$ cat src/rtl/addsub_nibble_sequencer.sv
// Sequencer that runs a WIDTH-bit add/subtract through an external 4-bit adder,
// least-significant nibble first, with valid/ready handshakes on both sides.
module addsub_nibble_sequencer #(
  parameter int unsigned WIDTH = 8
) (
  input  logic             clk,
  input  logic             rst_n,
  input  logic             in_valid,
  output logic             in_ready,
  input  logic [WIDTH-1:0] op_a,
  input  logic [WIDTH-1:0] op_b,
  input  logic             sub,
  output logic             out_valid,
  input  logic             out_ready,
  output logic [WIDTH-1:0] result,
  output logic             carry_out,
  output logic             overflow,
  output logic             busy,
  output logic [3:0]       add_a,
  output logic [3:0]       add_b,
  output logic             add_cin,
  input  logic [3:0]       add_sum,
  input  logic             add_cout
);

  localparam int unsigned N    = WIDTH / 4;
  localparam int unsigned IDXW = (N > 1) ? $clog2(N) : 1;
  localparam logic [IDXW-1:0] IDX_LAST = IDXW'(N - 1);

  typedef enum logic [1:0] {IDLE, RUN, DONE} state_t;

  state_t           r_state;
  logic [WIDTH-1:0] r_a;
  logic [WIDTH-1:0] r_bx;
  logic             r_carry;
  logic [IDXW-1:0]  r_idx;
  logic [WIDTH-1:0] r_result;
  logic             r_carry_out;
  logic             r_overflow;
  logic             r_out_valid;

  logic [WIDTH-1:0] w_a_shift;
  logic [WIDTH-1:0] w_b_shift;

  always_comb begin
    w_a_shift = r_a  >> (4 * r_idx);
    w_b_shift = r_bx >> (4 * r_idx);
    add_a     = '0;
    add_b     = '0;
    add_cin   = 1'b0;
    if (r_state == RUN) begin
      add_a   = w_a_shift[3:0];
      add_b   = w_b_shift[3:0];
      add_cin = r_carry;
    end
  end

  assign in_ready  = (r_state == IDLE);
  assign busy      = (r_state != IDLE);
  assign out_valid = r_out_valid;
  assign result    = r_result;
  assign carry_out = r_carry_out;
  assign overflow  = r_overflow;

  always_ff @(posedge clk or negedge rst_n) begin
    if (!rst_n) begin
      r_state     <= IDLE;
      r_a         <= '0;
      r_bx        <= '0;
      r_carry     <= 1'b0;
      r_idx       <= '0;
      r_result    <= '0;
      r_carry_out <= 1'b0;
      r_overflow  <= 1'b0;
      r_out_valid <= 1'b0;
    end else begin
      case (r_state)
        IDLE: begin
          if (in_valid) begin
            r_a     <= op_a;
            r_bx    <= op_b ^ {WIDTH{sub}};
            r_carry <= sub;
            r_idx   <= '0;
            r_state <= RUN;
          end
        end
        RUN: begin
          for (int unsigned i = 0; i < N; i++) begin
            if (r_idx == IDXW'(i)) r_result[4*i +: 4] <= add_sum;
          end
          r_carry <= add_cout;
          if (r_idx == IDX_LAST) begin
            // Top nibble: operand sign bits come from the captured words, result sign from add_sum.
            r_idx       <= '0;
            r_carry_out <= add_cout;
            r_overflow  <= (r_a[WIDTH-1] == r_bx[WIDTH-1]) && (add_sum[3] != r_a[WIDTH-1]);
            r_out_valid <= 1'b1;
            r_state     <= DONE;
          end else begin
            r_idx <= r_idx + 1'b1;
          end
        end
        DONE: begin
          if (out_ready) begin
            r_out_valid <= 1'b0;
            r_state     <= IDLE;
          end
        end
        default: r_state <= IDLE;
      endcase
    end
  end

endmodule

$ cat config.mk
export PLATFORM = sky130hd
export DESIGN_NAME = addsub_nibble_sequencer
export DESIGN_NICKNAME = d
export VERILOG_FILES = /design/src/rtl/addsub_nibble_sequencer.sv
export SDC_FILE = /design/constraint.sdc
export NUM_CORES = 1
export LEC_CHECK = 0
export ABC_AREA = 1
export BUFFER_PORTS_ARGS = -buffer_cell sky130_fd_sc_hd__buf_2
export CORE_UTILIZATION = 45
export CTS_CLUSTER_SIZE = 16
export DETAILED_ROUTE_END_ITERATION = 7
export GPL_ROUTABILITY_DRIVEN = 0
export PLACE_DENSITY = 0.75
export SLEW_MARGIN = 15
export SYNTH_ARGS = -nofsm -noshare
export SYNTH_HDL_FRONTEND = slang
export SYNTH_SLANG_ARGS = --single-unit
$ cat constraint.sdc
create_clock -name clk -period 1.2 [get_ports clk]
set_clock_uncertainty 0.2 [all_clocks]
set_input_delay 0 -clock clk [delete_from_list [all_inputs] [get_ports clk]]
set_output_delay 0 -clock clk [all_outputs]
set_load 0.01 [all_outputs]
=== After elaboration in Yosys (flattened, before gate mapping) ===
Index checks and enable logic that the tools add are counted.

* Reductions and logical operators: 11
* Add/sub/neg operators: 1
* Shift operators: 2
* Eq/ne operators: 7
* Muxes and demuxes: 15
* Bitwise gates (word level): 2

{| class="wikitable"
|+ Operators with widths
! operator !! count
|-
| 8-bit by 3-bit right shift with 4-bit output || 2
|-
| 4-bit two-way mux || 2
|-
| 2-bit AND reduction || 4
|-
| 8-bit bitwise XOR || 1
|-
| 1-bit two-way mux || 6
|-
| 2-bit two-way mux || 3
|-
| 2-bit inequality test, second input constant || 3
|-
| 1-bit case mux with 2 select lines || 3
|-
| 2-bit case mux with 3 select lines || 1
|-
| 3-bit AND reduction || 2
|-
| 2-bit nonzero test || 3
|-
| 2-bit by 1-bit equality test with 1-bit output, second input constant || 1
|-
| 2-bit equality test, second input constant || 1
|-
| 2-bit logical NOT || 1
|-
| 1-bit adder, second input constant || 1
|-
| 1-bit equality test || 1
|-
| 1-bit logical AND || 1
|-
| 1-bit inequality test || 1
|-
| 1-bit NOT || 1
|}

* Output and inout bits: 22
* Word-level logic and storage cells: 48
* Bits of input ports: 26
* Register bits after elaboration: 31

=== Longest topological paths before layout ===
* Depth in word-level cells: 3
* Gate-level depth with buffers: 6
* Mapped depth without buffers: 6

=== Worst setup path after synthesis ===
No wires, ideal clock.

* Path kind: register -> register
* Start: register r_state[0]
* End: register r_bx[7]
* Setup slack: -0.092 ns
* Setup time: 0.128 ns
* Arrival time: 0.964 ns
* Period minus slack after synthesis: 1.292 ns
* Cell stages (with the launch flop): 6
* Data required time: 0.872 ns
* Path through: dfrtp_1 -> nor2_4 -> nand2_2 -> buf_6 -> nand2_1 -> o21ai_0

* Cells in the longest elaborated chain, start to end: 2

{| class="wikitable"
|+ RTL lines
! element !! RTL line !! text
|-
| start: declaration || 32 || <nowiki>state_t r_state;</nowiki>
|-
| start signal: assignment || 67 || <nowiki>r_state <= IDLE;</nowiki>
|-
| start signal: assignment || 84 || <nowiki>r_state <= RUN;</nowiki>
|-
| start signal: assignment || 98 || <nowiki>r_state <= DONE;</nowiki>
|-
| 2-bit logical NOT || n/a ||
|-
| named net in_ready || 9 || <nowiki>output logic in_ready,</nowiki>
|-
| 2-bit AND reduction (no line) || n/a ||
|-
| end signal: assignment || 81 || <nowiki>r_bx <= op_b ^ {WIDTH{sub}};</nowiki>
|-
| end: declaration || 34 || <nowiki>logic [WIDTH-1:0] r_bx;</nowiki>
|}

The timed path passes the listed nets, and every way through them passes these cells.
A chain may end at the register's enable or synchronous reset.

=== Worst setup path in the final report ===
* Start: register r_state[1]
* End: output port add_b[1]

* Cells in the longest elaborated chain, start to end: 2

{| class="wikitable"
|+ RTL lines
! element !! RTL line !! text
|-
| 2-bit by 1-bit equality test with 1-bit output || 51 || <nowiki>if (r_state == RUN) begin</nowiki>
|-
| 4-bit two-way mux || 51 ||
|-
| end: declaration || 20 || <nowiki>output logic [3:0] add_b,</nowiki>
|}

No other way between the ends.

==> results_dict.tcl <==
set metrics [dict create \
    grtUsageTotal 0.239 \
    clock-root-buffer "clkbuf_4" \
    max-slew-margin-rel 0.695 \
    crit_required_ps 1000 \
    dpl.hpwl_um 2240 \
    core_mm2 0.00308 \
    path_class "reg2out" \
    critPathLaunch "r_state[1]" \
    hp-class "in2async" \
    worstSetupPathDepth 7 \
    reg2reg_depth 8 \
    dr.pass1.iters 4 \
    holdWs_ps -64.2 \
    io_pins 48 \
    timing.final.crit_share 1.33 \
    power.share.switching 0.408 \
    p_int_mw 3.25 \
    rows 20 \
    clkPwrFrac 0.105 \
    rsz0062_at_grt "yes" \
    p_leak_nw 1.32 \
    synth_edf_count 0 \
    via_per_inst 4.54 \
    path_max_fanout 12 \
    synth_seq_area_share 0.528 \
    drc 0 \
    nNetsFinal 319 \
    yosysTopAreaCellShare 0.528 \
    drv_cap 0 \
    clk-insertion-delay-late_ps 330 \
    endpoint "add_b[1]" \
    ys_types 14 \
    yosysMostFrequentCell "nand2_1" \
    drive_gt1_frac 0.340 \
    final_cells 338 \
    cts.sinks 31 \
    worst_pin_slew_ps 458 \
    synth_area_mm2 0.00147 \
    h-tree-depth 2 \
    rrSetupSlack_ps -310 \
    overflow 0 \
    grt_pass1_vias 1388 \
    dp_cells 293 \
    run_status "finished, violations left" \
    crit_top_cell "nand2_1" \
    power_frac_seq 0.347 \
    slowest_stage "dfrtp_1" \
    cts-buffers-inserted 5 \
    path_buf_inv 3 \
    slew_viol_final 0 \
    yosys-top-cells-area "dfrtp_1 53%, nand2_1 31%, inv_1 4.1%, buf_6 2.3%, nor2_4 2.3%" \
    endpoint_kind "output port" \
    hold_violations 19 \
    final_antenna_net_count 0 \
    portBuffers 47 \
    die_area_mm2 0.00350 \
    r2r_start "r_state[1]" \
    syn_inst 195 \
    start_util 0.478 \
    grt_pass1_wl_um 6080 \
    violations "hold timing, setup timing" \
    finalCriticalPeriod_ps 1590 \
    avgRoutedWirePerCell_um 11.3 \
    cts_max_path_buffers 2 \
    fin_area_mm2 0.00232 \
    max_stage_delay_ps 410 \
    vdd_ir_drop_max_mv 1.05 \
    syn_nets 221 \
    synth_async_sr_flop_share 1.00 \
    area_delta_synth_final_pct 57.9 \
    switchingPower_mw 2.24 \
    n_antenna_cell 0 \
    power_frac_comb 0.548 \
    die_y_um 59.2 \
    cp-start-kind "flop" \
    drt_first_iter_violations 65 \
    setup_violations 42 \
    wirelength_um 3820 \
    vias 1534 \
    reg2reg_to "r_bx[3]" \
    synth_area_leader_cell "dfrtp_1" \
    total_power_mw 5.49 \
    grt_max_degree 22 \
    die_w_um 59.2 \
    cts_tree "done" \
    crit_arrival_ps 1390 \
    cellPowerDensity_mw_per_mm2 2360 \
    ys_seq_elements 31 \
    ctsHoldBuffers 25 \
    placed_area_mm2 0.00183 \
    yosys_warnings 0 \
    path_clk_slew_ps 90 \
    worst_path_dominant_cell_family "flip-flops" \
    syn_area_per_cell_um2 7.54 \
    antenna_found_initial 0 \
    final.setup.worst_slack_ps -395 \
    fill_cells 225 \
    synth-main-ff-cell "dfrtp_1" \
    fmax_mhz 627 \
    synth_common_cells "122 x nand2_1, 31 x dfrtp_1, 16 x inv_1" \
    path_cells "inv_2, nand2_4, nor2_4, buf_12, nand2_1, nand2_1, buf_2" \
]
[cells in the final DEF, fill, tap and decap left out, drive strengths merged]
cell type,synthesis,routed
o31ai,1,1
clkbuf,0,7
o21ai,9,9
dlygate4sd3,0,25
dfrtp,31,31
nor2,6,6
clkinvlp,0,2
clkinv,0,1
buf,5,71
nand3,3,3
nand2,124,124
inv,16,14
[final cells by class]
| type | instances | area, um2 | share of cell area |
|---|---|---|---|
| Timing Repair Buffer | 96 | 726 | 0.313 |
| Multi-Input combinational cell | 143 | 644 | 0.278 |
| Inverter | 16 | 67.6 | 0.0291 |
| Tap cell | 44 | 55.1 | 0.0237 |
| Sequential cell | 31 | 778 | 0.335 |
| Clock inverter | 1 | 5.00 | 0.00216 |
| Clock buffer | 7 | 45.0 | 0.0194 |
[logic make-up after synthesis]
| logic type | share of synthesized area |
|---|---|
| AND/OR/NAND/NOR | 0.364 |
| flip-flops | 0.528 |
| buffers and inverters | 0.0723 |
| AO/OA/AOI/OAI | 0.0357 |
[stage by stage]
stage	TNS (ps)	util	setup slack [ps]	hold WS, ps
after detailed placement	-2340	0.593	-124	-223
after global placement	-1810	0.593	-96.7	-218
after CTS	-9110	0.718	-382	-48.3
final	-12450	0.754	-395	-64.2
after global routing	-14590	0.754	-462	-15.5
after floorplan	-1030	-	-72.2	-496
[power by group through the flow]
stage	registers, mW	logic, mW	clock network [mW]
after floorplan	1.95	1.32	0
after global placement	1.89	2.22	0
after detailed placement	1.90	2.28	0
after CTS	1.88	2.65	0.585
after global routing	1.96	3.31	0.656
final	1.91	3.01	0.574
[worst min-delay path by stage]
stage	from	to	slack (ps)	cells after the start
3_5_place_dp	rst_n	out_valid	-220	1
2_1_floorplan	rst_n	carry_out	-500	0
4_1_cts	rst_n	r_bx[7]	-50	2
5_1_grt	rst_n	result[4]	-20	2
6_report	rst_n	out_valid	-60	2
3_3_place_gp	rst_n	r_state[1]	-220	1
[layer usage]
metal  wire length, um  track usage
met1              1550        0.281
met3               131       0.0459
met2              2060        0.435
met5                 0            0
met4                76       0.0816
[timing repair]
action                                  in CTS  in global routing
buffers inserted                             4                  7
pin swaps                                    1                  7
hold endpoints to repair                    62                 19
endpoints found under the setup margin      41                 42
gates cloned                                 1                  0
resized for setup                           12                 19
[worst reg2reg max path, delay by kind of cell (launching register included)]
kind	cells	cell delay (ps)
DFF	1	410
and+or+nand+nor	3	220
AOI/OAI and AO/OA	1	60
buffers and inverters	4	520
[registers in the layout (all words and copies together), names as in the netlist]
name	flops
r_carry	1
r_state	2
overflow	1
out_valid	1
result	8
r_bx	8
carry_out	1
r_idx	1
r_a	8
Note: power is estimated with default switching activity, not from simulation.
